**src/rtl/mem_arb_pkg.sv**
```systemverilog
// =============================================================================
// Module      : mem_arb_pkg
// Description : Shared constants and types for the program/data RAM port arbiter.
// Revision    : 1.0 - initial release
// =============================================================================
`default_nettype none

package mem_arb_pkg;

    localparam logic REQ_FETCH = 1'b0;
    localparam logic REQ_LDST  = 1'b1;

    localparam int PRIO_RR    = 0;
    localparam int PRIO_FIXED = 1;

    typedef struct packed {
        logic valid;
        logic id;
    } rd_entry_t;

endpackage

`default_nettype wire

```
**src/rtl/mem_arb_rdpipe.sv**
```systemverilog
// =============================================================================
// Module      : mem_arb_rdpipe
// Description : {valid, id} read-return pipe that steers RAM dout to the reader.
// Revision    : 1.0 - initial release
// =============================================================================
`default_nettype none

module mem_arb_rdpipe
    import mem_arb_pkg::*;
#(
    parameter int DEPTH  = 1,
    parameter int DATA_W = 16
) (
    input  logic              clk,
    input  logic              rst_n,
    input  rd_entry_t         push,
    input  logic [DATA_W-1:0] mem_dout,
    output logic [DATA_W-1:0] r0_rdata,
    output logic              r0_rvalid,
    output logic [DATA_W-1:0] r1_rdata,
    output logic              r1_rvalid
);

    rd_entry_t         r_stage [DEPTH];
    rd_entry_t         w_ret;
    logic [DATA_W-1:0] r_hold0;
    logic [DATA_W-1:0] r_hold1;

    always_ff @(posedge clk or negedge rst_n) begin
        if (!rst_n) begin
            for (int i = 0; i < DEPTH; i++) begin
                r_stage[i] <= '0;
            end
        end else begin
            r_stage[0] <= push;
            for (int i = 1; i < DEPTH; i++) begin
                r_stage[i] <= r_stage[i-1];
            end
        end
    end

    assign w_ret     = r_stage[DEPTH-1];
    assign r0_rvalid = w_ret.valid && (w_ret.id == REQ_FETCH);
    assign r1_rvalid = w_ret.valid && (w_ret.id == REQ_LDST);

    // RAM dout is live only during the return cycle; afterwards the hold copy is shown.
    assign r0_rdata = r0_rvalid ? mem_dout : r_hold0;
    assign r1_rdata = r1_rvalid ? mem_dout : r_hold1;

    always_ff @(posedge clk or negedge rst_n) begin
        if (!rst_n) begin
            r_hold0 <= '0;
            r_hold1 <= '0;
        end else begin
            if (r0_rvalid) r_hold0 <= mem_dout;
            if (r1_rvalid) r_hold1 <= mem_dout;
        end
    end

endmodule

`default_nettype wire

```
**src/rtl/mem_port_arbiter.sv**
```systemverilog
// =============================================================================
// Module      : mem_port_arbiter
// Description : Two-requester arbiter (fetch / load-store) for one RAM port with
//               lockable read-modify-write. MEM_ARB_OUTREG_EN selects 2-cycle reads.
// Revision    : 1.0 - initial release
// =============================================================================
`default_nettype none

module mem_port_arbiter
    import mem_arb_pkg::*;
#(
    parameter int ADDR_W    = 10,
    parameter int DATA_W    = 16,
    parameter int PRIO_MODE = 0,
    parameter int LOCK_MAX  = 15
) (
    input  logic              clk,
    input  logic              rst_n,
    input  logic              r0_req,
    input  logic              r0_we,
    input  logic              r0_lock,
    input  logic [ADDR_W-1:0] r0_addr,
    input  logic [DATA_W-1:0] r0_wdata,
    output logic              r0_gnt,
    output logic [DATA_W-1:0] r0_rdata,
    output logic              r0_rvalid,
    input  logic              r1_req,
    input  logic              r1_we,
    input  logic              r1_lock,
    input  logic [ADDR_W-1:0] r1_addr,
    input  logic [DATA_W-1:0] r1_wdata,
    output logic              r1_gnt,
    output logic [DATA_W-1:0] r1_rdata,
    output logic              r1_rvalid,
    output logic              mem_we,
    output logic [ADDR_W-1:0] mem_addr,
    output logic [DATA_W-1:0] mem_din,
    input  logic [DATA_W-1:0] mem_dout
);

`ifdef MEM_ARB_OUTREG_EN
    localparam int RD_DEPTH = 2;
`else
    localparam int RD_DEPTH = 1;
`endif

    localparam logic [3:0] LOCK_MAX_C = 4'(LOCK_MAX);

    // COOLDOWN is unlocked for arbitration but masks the previous owner's lock input.
    localparam logic [1:0] ST_UNLOCKED = 2'd0;
    localparam logic [1:0] ST_LOCKED   = 2'd1;
    localparam logic [1:0] ST_COOLDOWN = 2'd2;

    logic [1:0]        r_state;
    logic [1:0]        w_state_nxt;
    logic              r_lock_id;
    logic              w_lock_id_nxt;
    logic [3:0]        r_lock_cnt;
    logic [3:0]        w_lock_cnt_nxt;
    logic [3:0]        w_cnt_inc;
    logic              r_last_id;

    logic              w_lock_valid;
    logic              w_lock_block;
    logic              w_elig0;
    logic              w_elig1;
    logic              w_win_valid;
    logic              w_win_id;
    logic              w_gnt_any;
    logic              w_win_we;
    logic              w_win_lock;
    logic              w_eff_lock;
    logic [ADDR_W-1:0] w_win_addr;
    logic [DATA_W-1:0] w_win_wdata;
    logic              w_owner_req;
    logic              w_owner_lock;
    rd_entry_t         w_push;

    // State register
    always_ff @(posedge clk or negedge rst_n) begin
        if (!rst_n) begin
            r_state    <= ST_UNLOCKED;
            r_lock_id  <= REQ_FETCH;
            r_lock_cnt <= '0;
            r_last_id  <= REQ_LDST;
        end else begin
            r_state    <= w_state_nxt;
            r_lock_id  <= w_lock_id_nxt;
            r_lock_cnt <= w_lock_cnt_nxt;
            if (w_gnt_any) r_last_id <= w_win_id;
        end
    end

    // FSM outputs
    always_comb begin
        w_lock_valid = (r_state == ST_LOCKED);
        w_lock_block = (r_state == ST_COOLDOWN);
    end

    assign w_elig0 = r0_req && (!w_lock_valid || (r_lock_id == REQ_FETCH));
    assign w_elig1 = r1_req && (!w_lock_valid || (r_lock_id == REQ_LDST));

    always_comb begin
        w_win_valid = w_elig0 || w_elig1;
        if (w_elig0 && w_elig1) begin
            w_win_id = (PRIO_MODE == PRIO_FIXED) ? REQ_FETCH : ~r_last_id;
        end else begin
            w_win_id = w_elig1 ? REQ_LDST : REQ_FETCH;
        end
    end

    always_comb begin
        w_win_we    = (w_win_id == REQ_LDST) ? r1_we    : r0_we;
        w_win_lock  = (w_win_id == REQ_LDST) ? r1_lock  : r0_lock;
        w_win_addr  = (w_win_id == REQ_LDST) ? r1_addr  : r0_addr;
        w_win_wdata = (w_win_id == REQ_LDST) ? r1_wdata : r0_wdata;
    end

    assign w_gnt_any  = w_win_valid && rst_n;
    assign r0_gnt     = w_gnt_any && (w_win_id == REQ_FETCH);
    assign r1_gnt     = w_gnt_any && (w_win_id == REQ_LDST);
    assign mem_we     = w_gnt_any && w_win_we;
    assign mem_addr   = w_gnt_any ? w_win_addr  : '0;
    assign mem_din    = w_gnt_any ? w_win_wdata : '0;

    assign w_eff_lock   = w_win_lock && !(w_lock_block && (r_lock_id == w_win_id));
    assign w_owner_req  = (r_lock_id == REQ_LDST) ? r1_req  : r0_req;
    assign w_owner_lock = (r_lock_id == REQ_LDST) ? r1_lock : r0_lock;
    assign w_cnt_inc    = (r_lock_cnt == LOCK_MAX_C) ? r_lock_cnt : r_lock_cnt + 4'd1;

    // Next-state logic
    always_comb begin
        w_state_nxt    = r_state;
        w_lock_id_nxt  = r_lock_id;
        w_lock_cnt_nxt = r_lock_cnt;
        case (r_state)
            ST_LOCKED: begin
                if (!w_owner_req || !w_owner_lock) begin
                    w_state_nxt    = ST_UNLOCKED;
                    w_lock_cnt_nxt = '0;
                end else if (w_cnt_inc == LOCK_MAX_C) begin
                    w_state_nxt    = ST_COOLDOWN;
                    w_lock_cnt_nxt = w_cnt_inc;
                end else begin
                    w_lock_cnt_nxt = w_cnt_inc;
                end
            end
            default: begin
                if (w_gnt_any && w_eff_lock) begin
                    w_state_nxt    = ST_LOCKED;
                    w_lock_id_nxt  = w_win_id;
                    w_lock_cnt_nxt = '0;
                end else begin
                    w_state_nxt    = ST_UNLOCKED;
                end
            end
        endcase
    end

    always_comb begin
        w_push       = '0;
        w_push.valid = w_gnt_any && !w_win_we;
        w_push.id    = w_win_id;
    end

    mem_arb_rdpipe #(
        .DEPTH  (RD_DEPTH),
        .DATA_W (DATA_W)
    ) u_rdpipe (
        .clk       (clk),
        .rst_n     (rst_n),
        .push      (w_push),
        .mem_dout  (mem_dout),
        .r0_rdata  (r0_rdata),
        .r0_rvalid (r0_rvalid),
        .r1_rdata  (r1_rdata),
        .r1_rvalid (r1_rvalid)
    );

endmodule

`default_nettype wire

```
**config.mk**
```make
export PLATFORM = sky130hd
export DESIGN_NAME = mem_port_arbiter
export DESIGN_NICKNAME = d
export VERILOG_FILES = /design/src/rtl/mem_arb_pkg.sv /design/src/rtl/mem_arb_rdpipe.sv /design/src/rtl/mem_port_arbiter.sv
export SDC_FILE = /design/constraint.sdc
export NUM_CORES = 1
export LEC_CHECK = 0
export ABC_AREA = 1
export CAP_MARGIN = 20
export CELL_PAD_IN_SITES_DETAIL_PLACEMENT = 1
export CELL_PAD_IN_SITES_GLOBAL_PLACEMENT = 1
export CORE_MARGIN = 5
export CORE_UTILIZATION = 26
export DETAILED_ROUTE_END_ITERATION = 16
export HOLD_SLACK_MARGIN = 0.03
export PLACE_DENSITY = 0.83
export SLEW_MARGIN = 20
export SYNTH_ARGS = -nofsm -noshare
export SYNTH_HDL_FRONTEND = slang
export SYNTH_SLANG_ARGS = --single-unit
```
**constraint.sdc**
```tcl
create_clock -name clk -period 2.1 [get_ports clk]
set_input_delay 0.42 -clock clk [delete_from_list [all_inputs] [get_ports clk]]
set_output_delay 0.42 -clock clk [all_outputs]
set_load 0.02 [all_outputs]
```
Yosys cells after proc, flatten, opt, wreduce, memory -nomap -nowiden
Cells that the tools add are included. Widths: inputs -> output; s select.

Register bits: 42. Bits in latches: 0. RAM bits: 0. Memory bits (read-only): 0. Input bits: 76. Word-level logic and storage cells: 64. Memories: 0.

Add/sub/neg operators: 1. $mul: 0. Div/mod/pow operators: 0. Order comparisons: 0. Eq/ne operators: 6. Shift-type cells: 0. Multiplexer cells: 20. Bitwise operators: 5. Reductions and logical operators: 24.

Operator list (count): $mux 16 (4); $mux 10 (2); $mux 4 (4); $logic_and 1x1->1 (13); $eq 4x4->1 const B (2); $mux 1 (7); $mux 2 (3); $logic_not 1->1 (5); $not 1->1 (5); $add 4x1->4 const B (1); $logic_or 1x1->1 (4); $ne 3x1->1 const B (1); $eq 2x1->1 const B (1); $eq 2x2->1 const B (1); $reduce_and 2->1 (1); $reduce_bool 2->1 (1); $eq 1x1->1 (1).

Depth between registers and ports, before layout
Depth in word-level cells: 13. Depth in mapped cells: 13. Gate-level depth less buffers: 12.

Hierarchy
From an unflattened synthesis, not the netlist that was laid out.

Cell total of the unflattened synthesis: 310. Area total of the unflattened synthesis: 2392.3 µm².

By module, submodules not included: mem_arb_rdpipe (times used 1, cells an instance 144, area each 1377.6 µm², sequential area each 850.8 µm²); mem_port_arbiter (times used 1, cells an instance 166, area each 1014.7 µm², sequential area each 201.4 µm²).

Least setup slack after synthesis
OpenSTA, ideal clock, no wires.

Path kind: reg-to-output. From: reg u_rdpipe.r_stage[0] (netlist bit). To: out r0_rdata[10]. Arrival: 1583 ps. Data required time: 1680 ps. Path slack: 97 ps. Cell stages (with the launch flop): 5. Cell sequence: dfrtp_1 > nor2_1 > inv_1 > clkbuf_1 > o21ai_0.

Cells in the longest elaborated chain, start to end: 3.

RTL lines: start: declaration (line mem_arb_rdpipe.sv:24) `rd_entry_t r_stage [DEPTH];`; start signal: indexed assignment (line mem_arb_rdpipe.sv:37) `r_stage[i] <= r_stage[i-1];`; $not 1->1 (line mem_arb_rdpipe.sv:43) `assign r0_rvalid = w_ret.valid && (w_ret.id == REQ_FETCH);`; $logic_and 1x1->1 (line mem_arb_rdpipe.sv:43); net r0_rvalid (line mem_port_arbiter.sv:26) `output logic r0_rvalid,`; $mux 16 (line mem_arb_rdpipe.sv:47) `assign r0_rdata = r0_rvalid ? mem_dout : r_hold0;`; end: declaration (line mem_port_arbiter.sv:25) `output logic [DATA_W-1:0] r0_rdata,`.

The timed path passes the listed nets, and every way through them passes these cells.

Final worst setup path
From: reg r_state[0]. To: out mem_din[13].

Cells in the longest elaborated chain, start to end: 8. Elaborated cells on any way between the ends: 13. Those cells by class: eq/ne: 1; mux: 4; reduce/logical: 8.

RTL lines: start: declaration (line mem_port_arbiter.sv:54) `logic [1:0] r_state;`; start signal: assignment (line mem_port_arbiter.sv:87) `r_state <= w_state_nxt;`; $eq 2x1->1 (*) (line mem_port_arbiter.sv:96) `w_lock_valid = (r_state == ST_LOCKED);`; $logic_not 1->1 (*) (line mem_port_arbiter.sv:100, mem_port_arbiter.sv:101); $logic_or 1x1->1, on equally long branches (line mem_port_arbiter.sv:101, mem_port_arbiter.sv:100); $logic_and 1x1->1, on equally long branches (line mem_port_arbiter.sv:101, mem_port_arbiter.sv:100); $mux 1 or $logic_and 1x1->1 (tied branches) (line mem_port_arbiter.sv:108, mem_port_arbiter.sv:105); $mux 1 (line mem_port_arbiter.sv:105) `if (w_elig0 && w_elig1) begin`; $mux 16 (line mem_port_arbiter.sv:116) `w_win_wdata = (w_win_id == REQ_LDST) ? r1_wdata : r0_wdata;`; $mux 16 (*) (line mem_port_arbiter.sv:124) `assign mem_din = w_gnt_any ? w_win_wdata : '0;`; end: declaration (line mem_port_arbiter.sv:37) `output logic [DATA_W-1:0] mem_din,`.

Every way passes the cells marked *; elsewhere a longest branch is shown, timed or not.

==> results.ini <==
[final_layout]
area_delta_synth_final_pct=82.3
n_antenna_cell=0
multi_input_comb_area_mm2=0.00117
regArea_mm2=0.00105
fin_area_mm2=0.00426
fillers=1041
drive_gt1_share_pct=39.5
fin_nets=542
stdcell_count=574

[setup_path]
cp-start-kind=flop
worst-setup-path-type=reg -> out
end_kind=output port
required_ns=1.68
critical_path_arrival_ns=1.75
cp_max_fo=6

[timing]
relSlewSlack_pct=64.9
fmax_mhz=462
fin_crit_sh_pct=103
setup_ws_ns=-0.0665
fin_crit_ns=2.17
tns_ns=-0.227
finalHoldViolCount=0
setup_violations=7
skew_ns=0.00413
rsz0062_at_grt=yes
maxSlewViolCount=0
worst_slew_pin_slew_ns=0.526

[floorplan]
core_mm2=0.00872
initial_core_util_pct=26.8
die_h_um=105
rows=34
die_x_um=105
ioPinCount=139
dieArea_mm2=0.0110

[grt]
gr-total-overflow=0
antenna_found_initial=0
grt_pass1_vias=2811
grt_max_degree=42
grt_util_all_layers_pct=16.5
grt_pass1_wl_um=14800

[placed_design]
dp_slack_ns=-0.796
io_buffers=138
dp.cells=551
place.gp.congestion=0.793
dpl_cell_area_mm2=0.00397
dpl.hpwl_um=6720

[routing]
drt_wl_total_um=9250
post-route-drc-count=0
wire_per_inst_um=16.1
vias_per_cell=4.49
detail_route.iter0.violations=71
antenna_left=0
vias=2579
drt-pass1-iter-count=4

[clocking]
clk_pin_slew_ns=0.08
clk_latency_ns=0.29
cts_buffers=5
root_buffer=clkbuf_8
cts.htree.levels=2
cts_tree=done
cts_hold_buf=0
clk_path_buf_depth=2
cts_sinks=42

[synth]
syn_nets=365
ys_ff_latch=42
seq_area_frac_synth_pct=45.0
synthDistinctLibCells=24
synth_area_per_cell_um2=8.12
syn_inst=288
syn_area_mm2=0.00234
ys_warn_count=0

[status]
violations=setup timing
status=complete, but fails checks

[flow_run]
maxCapViolCount=0

[power_and_ir_drop]
power_density_mw_per_mm2=1140
ir_drop_v=0.000821
total_leakage_power_nw=2.21

[worst_hold_path]
min_path_type=in -> async

-- power by group --
part           internal [mW]  switching, mW
registers               1.16          0.132
clock network          0.264          0.278
logic                   1.28           1.73
total                   2.70           2.14
-- critical path, stage by stage, from the launching register on --
cell,delay (ns)
dfrtp_2,0.45
nand2_4,0.10
nand2_4,0.05
nand2_4,0.08
inv_2,0.04
nand2_2,0.07
nand2_4,0.06
inv_4,0.07
nand2_8,0.11
inv_8,0.11
buf_12,0.11
nand2_2,0.04
nand2_2,0.06
buf_6,0.11
-- logic make-up after synthesis --
logic type	after synthesis	synth area share (%)
and+or+nand+nor	166	35.7
muxes	1	0.482
adders and majority gates	1	0.535
xor gates and xnor gates	1	0.375
AOI/OAI and AO/OA	37	8.03
DFF	42	45.0
buffers and inverters	40	9.85
-- cell type report --
class	instances	share of cell area, %
repair buffers	174	37.3
multi-input cells	206	27.4
flip-flops and latches	42	24.7
inverters	30	3.35
well taps	108	3.17
clock buffers	6	1.94
repair inverters	6	1.82
clock inverters	2	0.294
-- metal layers --
metal,global-route usage [%],vias up,wire (µm)
li1,-,1246,-
met1,17.5,1243,3250
met2,31.3,70,5340
met3,4.25,20,418
met4,5.48,0,240
met5,0,-,0
-- cells in the mapped netlist --
cell type / count / share of area, %
or2_2: 3 / 0.80
nand3_1: 14 / 3.0
inv_8: 1 / 0.48
ha_1: 1 / 0.54
o21ai_0: 33 / 7.1
dfstp_2: 1 / 1.1
inv_2: 3 / 0.48
buf_12: 4 / 3.4
nand2_4: 7 / 3.4
a21oi_1: 3 / 0.64
mux2_2: 1 / 0.48
nand3_2: 1 / 0.43
nand2_2: 49 / 13
dfrtp_1: 41 / 44
nand2_1: 85 / 14
nor2_1: 5 / 0.80
clkbuf_1: 6 / 0.96
inv_6: 1 / 0.37
nor2_2: 1 / 0.27
a21boi_0: 1 / 0.32
inv_1: 24 / 3.9
nand4_1: 1 / 0.27
xnor2_1: 1 / 0.37
inv_4: 1 / 0.27
-- registers in the layout (all words and copies together) (netlist names) --
signal / flops
r_last_id: 1
r_lock_cnt: 4
r_lock_id: 1
r_state: 2
u_rdpipe.r_hold0: 16
u_rdpipe.r_hold1: 16
u_rdpipe.r_stage: 2
-- layout by cell type, fill, tap and decap left out --
cell,instances
xnor2_1,1
dlygate4sd2_1,18
o21ai_1,13
buf_6,15
buf_4,46
nor2_1,5
nand4_1,1
clkinv_2,1
inv_4,2
clkbuf_8,6
nand2_2,54
o21ai_0,18
or2_2,3
o21ai_2,2
inv_12,2
a21oi_2,1
dfrtp_1,40
a21oi_1,2
nand2_4,14
clkdlybuf4s15_2,4
nand3_1,13
inv_2,2
nor2_2,1
ha_1,1
buf_2,11
clkdlybuf4s50_1,74
inv_1,24
inv_8,4
mux2_2,1
clkinv_8,2
nand2_1,71
clkinvlp_4,1
a21boi_0,1
clkbuf_2,3
dfstp_2,1
dfrtp_2,1
nand3_2,2
nand2_8,2
buf_12,3
-- metrics by stage --
step / total power [mW] / utilization (%) / hold WS, ns
after floorplan: 2.74 / - / 0.124
after global placement: 4.22 / 45.6 / 0.461
after detailed placement: 4.33 / 45.6 / 0.469
after CTS: 4.82 / 47.4 / 0.288
after global routing: 5.19 / 48.9 / 0.280
final: 4.84 / 48.9 / 0.295
-- what timing repair did --
item | CTS | global route
gates resized for setup | 241 | 70
setup buffers | 4 | 5
pin swaps | 3 | 5
cloned | 5 | 1
setup endpoints to repair | 61 | 45
-- final timing paths --
| check | start | cells after the start | endpoint | slack (ns) |
|---|---|---|---|---|
| max reg2reg | r_state[0] | 12 | r_lock_cnt[3] | 0.44 |
| min in group clk | r_last_id | 2 | r_last_id | 0.48 |
| min reg2reg | r_last_id | 2 | r_last_id | 0.48 |
| max in group asynchronous | rst_n | 2 | r_state[0] | 1.42 |
| max | r_state[0] | 13 | mem_din[13] | -0.07 |
| min | rst_n | 2 | r_last_id | 0.30 |
No activity file was read; power rests on OpenSTA's default activity.
==> RTL edit 1, RTL diff (config.mk and constraints unchanged) <==
`DATA_W` is set to 16 in 2 places; all go to 18.
--- a/src/rtl/mem_arb_rdpipe.sv
+++ b/src/rtl/mem_arb_rdpipe.sv
@@ -9,7 +9,7 @@
     import mem_arb_pkg::*;
 #(
     parameter int DEPTH  = 1,
-    parameter int DATA_W = 16
+    parameter int DATA_W = 18
 ) (
     input  logic              clk,
     input  logic              rst_n,
--- a/src/rtl/mem_port_arbiter.sv
+++ b/src/rtl/mem_port_arbiter.sv
@@ -10,7 +10,7 @@
     import mem_arb_pkg::*;
 #(
     parameter int ADDR_W    = 10,
-    parameter int DATA_W    = 16,
+    parameter int DATA_W    = 18,
     parameter int PRIO_MODE = 0,
     parameter int LOCK_MAX  = 15
 ) (
Ports: changed (6 resized); port bits go from 139 to 151. The function was not compared with the original's and may differ.
==> RTL edit 1 against the unedited design <==
The flow still finishes with violations (negative setup slack). Sequential cell count increased by 4. Sequential share of layout area decreased by 1.5 points. Setup slack got worse by 0.093 ns. Total power increased by 19%. Synthesized area decreased by 0.54%. Design area increased by 17%. Wire length increased by 29%. Die area decreased by 0.48%.
==> RTL edit 1: results (changes against the unedited design) <==
| Metric | Value |
|---|---|
| Reg-to-Reg End | r_last_id (was r_lock_cnt[3]) |
| Vias in the first global route | 3332 (was 2811) |
| Net Count, Synth | 399 (was 365) |
| Final cell count without fillers | 624 (was 574) |
| Max H-tree Level | 2 (unchanged) |
| Failing checks | negative setup slack (unchanged) |
| Leak | 0.00262 uW (was 0.00221 uW) |
| Synth cell types | 19 (was 24) |
| Met2 WL | 6.88 mm (was 5.34 mm) |
| Aggregate negative setup slack | -3.77 ns (was -0.227 ns) |
| Clock Network Area Fraction | 2.21% (was 2.23%) |
| Via count | 2901 (was 2579) |
| Worst-Skew Late Latency | 0.31 ns (was 0.29 ns) |
| Worst-case reg-to-reg path depth | 16 (was 12) |
| DP Area | 4160 um2 (was 3970 um2) |
| Post-Syn Instances | 316 (was 288) |
| Initial antenna violation count | 0 (unchanged) |
| Largest net degree at the start of global routing | 44 (was 42) |
| Met1 Usage GRT | 20.5% (was 17.5%) |
| Final worst setup slack | -0.159 ns (was -0.0665 ns) |
| Fin util | 57.1% (was 48.9%) |
| Placed insts | 591 (was 551) |
| Highest metal used | met4 (unchanged) |
| Critical path arrival | 1.84 ns (was 1.75 ns) |
| Largest regs | u_rdpipe.r_hold0: 18 flops, u_rdpipe.r_hold1: 18 flops, r_lock_cnt: 4 flops (was u_rdpipe.r_hold0: 16 flops, u_rdpipe.r_hold1: 16 flops, r_lock_cnt: 4 flops) |
| Multi-input gate count | 221 (was 206) |
| Logic inverters | 37 (was 36) |
| Data buffer area share | 41.7% (was 37.3%) |
| Synth top area cells | dfrtp_1, nand2_1, o21ai_0, inv_1, nand3_1 (was dfrtp_1, nand2_1, nand2_2, o21ai_0, inv_1) |
| Hold slack | 0.150 ns (was 0.295 ns) |
| Worst-margin pin slew | 0.555 ns (was 0.526 ns) |
| CP endpoint | mem_din[1] (was mem_din[13]) |
| Final net count | 598 (was 542) |
| IO Port Bufs | 150 (was 138) |
| Pint | 3270 uW (was 2700 uW) |
| Fillers | 1016 (was 1041) |
| Outcome | finished, violations left (unchanged) |
| HPWL after detailed placement | 7.32 mm (was 6.72 mm) |
| GRT met3 Usage | 4.62% (was 4.25%) |
| Multi-input gate area | 1340 um2 (was 1170 um2) |
| Clk slew on worst S/H paths | 0.08 ns (about the same) |
| Sequential area share after synthesis | 49.6% (was 45.0%) |
| R2R Setup Slk | -0.03 ns (was 0.44 ns) |
| Clock Skews | 0.0134 ns (was 0.00413 ns) |
| Share of cells above drive strength 1 | 40.1% (was 39.5%) |
| M1 wire length | 4.19 mm (was 3.25 mm) |
| Yosys warns | 0 (unchanged) |
| GR Util met2 | 42.3% (was 31.3%) |
| First-pass GRT wire length | 18.0 mm (was 14.8 mm) |
| Seq/total area | 23.2% (was 24.7%) |
| Final setup fails | 30 (was 7) |
| # clock sinks | 46 (was 42) |
| Initial DRC count | 97 (was 71) |
| Routed wl met3 | 562 um (was 418 um) |
| CLK BUF | 6 (unchanged) |
==> RTL edit 1: kinds of logic (layout without fill, tap and decap cells) <==
group	Yosys count	in the layout	synth area share (%)
xor+xnor	1	1	0.377
compound gates	41	41	8.83
simple gates	178	178	31.4
fa+ha+maj	1	1	0.538
buf+inv	49	249	9.31
flops	46	46	49.6
==> RTL edit 1: power by group through the flow <==
stage / Sequential, uW / Combinational [uW] / Clock, uW
2_1_floorplan: 1390 / 1480 / 0
3_3_place_gp: 1410 / 3140 / 0
3_5_place_dp: 1420 / 3230 / 0
4_1_cts: 1420 / 3550 / 684
5_1_grt: 1460 / 3890 / 725
6_report: 1430 / 3650 / 668
==> RTL edit 1: timing repair <==
action / 4_1_cts / 5_1_grt
cloned: 6 / 0
gates resized for setup: 381 / 58
endpoints found under the setup margin: 67 / 51
pin swaps: 23 / 20
hold buffers: 0 / 0
buffers inserted: 19 / 5
==> RTL edit 2, RTL diff (same settings) <==
Without the edit above. Make the reset (`rst_n`) synchronous in 3 clocked blocks.
--- a/src/rtl/mem_arb_rdpipe.sv
+++ b/src/rtl/mem_arb_rdpipe.sv
@@ -26,7 +26,7 @@
     logic [DATA_W-1:0] r_hold0;
     logic [DATA_W-1:0] r_hold1;
 
-    always_ff @(posedge clk or negedge rst_n) begin
+    always_ff @(posedge clk) begin
         if (!rst_n) begin
             for (int i = 0; i < DEPTH; i++) begin
                 r_stage[i] <= '0;
@@ -47,7 +47,7 @@
     assign r0_rdata = r0_rvalid ? mem_dout : r_hold0;
     assign r1_rdata = r1_rvalid ? mem_dout : r_hold1;
 
-    always_ff @(posedge clk or negedge rst_n) begin
+    always_ff @(posedge clk) begin
         if (!rst_n) begin
             r_hold0 <= '0;
             r_hold1 <= '0;
--- a/src/rtl/mem_port_arbiter.sv
+++ b/src/rtl/mem_port_arbiter.sv
@@ -77,7 +77,7 @@
     rd_entry_t         w_push;
 
     // State register
-    always_ff @(posedge clk or negedge rst_n) begin
+    always_ff @(posedge clk) begin
         if (!rst_n) begin
             r_state    <= ST_UNLOCKED;
             r_lock_id  <= REQ_FETCH;
Check against the original RTL: differs if rst_n is asserted again (counterexample within 4 cycles, from zero or initial values and one cycle with rst_n low); with rst_n held inactive, the same outputs for 10 cycles.
==> RTL edit 2 against the unedited design <==
The flow still finishes with violations (negative setup slack). Synthesized area decreased by 6.4%. Wire length increased by 1.4%. Setup slack worse by 0.015 ns. Via count up 3.4%. Sequential cell count stayed put. Maximum frequency down 0.68%. Critical path type is now in -> out. Clock skew up 0.0069 ns. Design area is 3.2% lower.
Power is not compared: it rests on default switching activity, and its combinational part moved more than twofold at a synthesized area within 25%.
==> RTL edit 2: results (changes against the unedited design) <==
| Metric | Value |
|---|---|
| Mean area per synthesized cell | 7.44 um2 (was 8.12 um2) |
| Main synth FF type | dfxtp_1 (was dfrtp_1) |
| Post-synth ARST share | 0% (was 100%) |
| DR vias/cell | 4.57 (was 4.49) |
| Routed wl met3 | 723 um (was 418 um) |
| Worst Hold Class | reg -> reg (was in -> async) |
| Final worst setup slack | -0.0813 ns (was -0.0665 ns) |
| Vias in the first global route | 2941 (was 2811) |
| HPWL after detailed placement | 7.10 mm (was 6.72 mm) |
| Cell family with most CP delay | buffers and inverters (was simple AND/OR/NAND/NOR gates) |
| M1 wire length | 3.55 mm (was 3.25 mm) |
| Setup Buffers After CTS | 6 (was 4) |
| Worst r2r src | r_lock_id (was r_state[0]) |
| Outcome | finished, violations left (unchanged) |
| Data buffer area share | 40.8% (was 37.3%) |
| GPL Wtd Cong | 0.821 (was 0.793) |
| Hold slack | 0.510 ns (was 0.295 ns) |
| Met1 Usage GRT | 18.0% (was 17.5%) |
| Seq_cells | 42 (unchanged) |
| Initial DRC count | 57 (was 71) |
| Multi-input gate count | 195 (was 206) |
| PostCTS Resize Cnt | 238 (was 241) |
| Sequential area share after synthesis | 38.4% (was 45.0%) |
| Clock Skews | 0.0111 ns (was 0.00413 ns) |
| DP Area | 3940 um2 (was 3970 um2) |
| CLK BUF | 6 (unchanged) |
| Max Fanout on Critical Path | 8 (was 6) |
| Share of cells above drive strength 1 | 38.5% (was 39.5%) |
| GR Util met2 | 34.7% (was 31.3%) |
| Synth top area cells | dfxtp_1, a22o_1, or2_2, nor2_1, o21ai_0 (was dfrtp_1, nand2_1, nand2_2, o21ai_0, inv_1) |
| Reg-to-Reg End | r_lock_id (was r_lock_cnt[3]) |
| Multi-input gate area | 1180 um2 (was 1170 um2) |
| GRT met3 Usage | 4.20% (was 4.25%) |
| Critical Path Start | r0_req (was r_state[0]) |
| Synth top cells by count | nor2_1, dfxtp_1, inv_1, or2_2, o21ai_0 (was nand2_1, nand2_2, dfrtp_1, o21ai_0, inv_1) |
| # diodes | 1 (was 0) |
| Clock Network Area Fraction | 2.31% (was 2.23%) |
| First-pass GRT wire length | 14.3 mm (was 14.8 mm) |
| Met2 WL | 4.99 mm (was 5.34 mm) |
| Failing checks | negative setup slack (unchanged) |
| Fraction of area in multi-input gates | 28.5% (was 27.4%) |
| Dpl ws | -0.664 ns (was -0.796 ns) |
| Routed WL | 9.38 mm (was 9.25 mm) |
| Final setup fails | 20 (was 7) |
| Total global-route track usage | 17.5% (was 16.5%) |
| Final net count | 554 (was 542) |
| Largest net degree at the start of global routing | 40 (was 42) |
| Worst-margin pin slew | 0.429 ns (was 0.526 ns) |
| Logic inverters | 45 (was 36) |
| Synth cell types | 32 (was 24) |
| Net Count, Synth | 371 (was 365) |
| Buffers excl. clock | 188 (was 174) |
| Pint | 1580 uW |
RTL edit 2: cell count changes after synthesis, sizes merged, moves of 24 or more:
cell   delta
a22o     +24
dfrtp    -41
dfxtp    +42
nand2   -115
nor2     +43
or2      +30
RTL edit 2: kinds of logic (layout without fill, tap and decap cells):
| group | Yosys count | in the layout | synth area share (%) |
|---|---|---|---|
| adder cells (fa/ha/maj) | 1 | 1 | 0.572 |
| flip-flops | 42 | 42 | 38.4 |
| buffers and inverters | 57 | 241 | 11.5 |
| XOR/XNOR | 1 | 1 | 0.400 |
| AO/OA/AOI/OAI | 69 | 69 | 20.3 |
| AND/OR/NAND/NOR | 124 | 124 | 28.8 |
| other | 0 | 1 | 0 |
RTL edit 2: worst max-delay path by stage:
stage / end / slack (ns) / depth (start not counted)
floorplan: mem_din[10] / 0.36 / 9
global placement: mem_din[0] / -0.60 / 8
detailed placement: mem_din[10] / -0.66 / 8
CTS: mem_addr[0] / -0.1 / 10
global route: mem_addr[0] / -0.15 / 9
finish: mem_addr[0] / -0.08 / 9
RTL edit 2: worst reg2reg max path: cells and delay by family, from the launching register on:
family | cells | cell delay (ns)
buffers and inverters | 3 | 0.39
flip-flops | 1 | 0.38
AND/OR/NAND/NOR | 9 | 0.83
RTL edit 2: power by group through the flow:
| stage | combinational, uW | sequential [uW] | clock [uW] |
|---|---|---|---|
| floorplan | 407 | 864 | 0 |
| global placement | 889 | 867 | 0 |
| detailed placement | 910 | 869 | 0 |
| CTS | 929 | 853 | 571 |
| global route | 1000 | 858 | 604 |
| finish | 934 | 854 | 542 |
RTL edit 2: through the flow:
stage	TNS (ns)	instances
final	-0.915	584
after global routing	-2.35	584
after CTS	-1.30	579
after global placement	-16.85	564
after detailed placement	-19.17	564
after floorplan	0	294
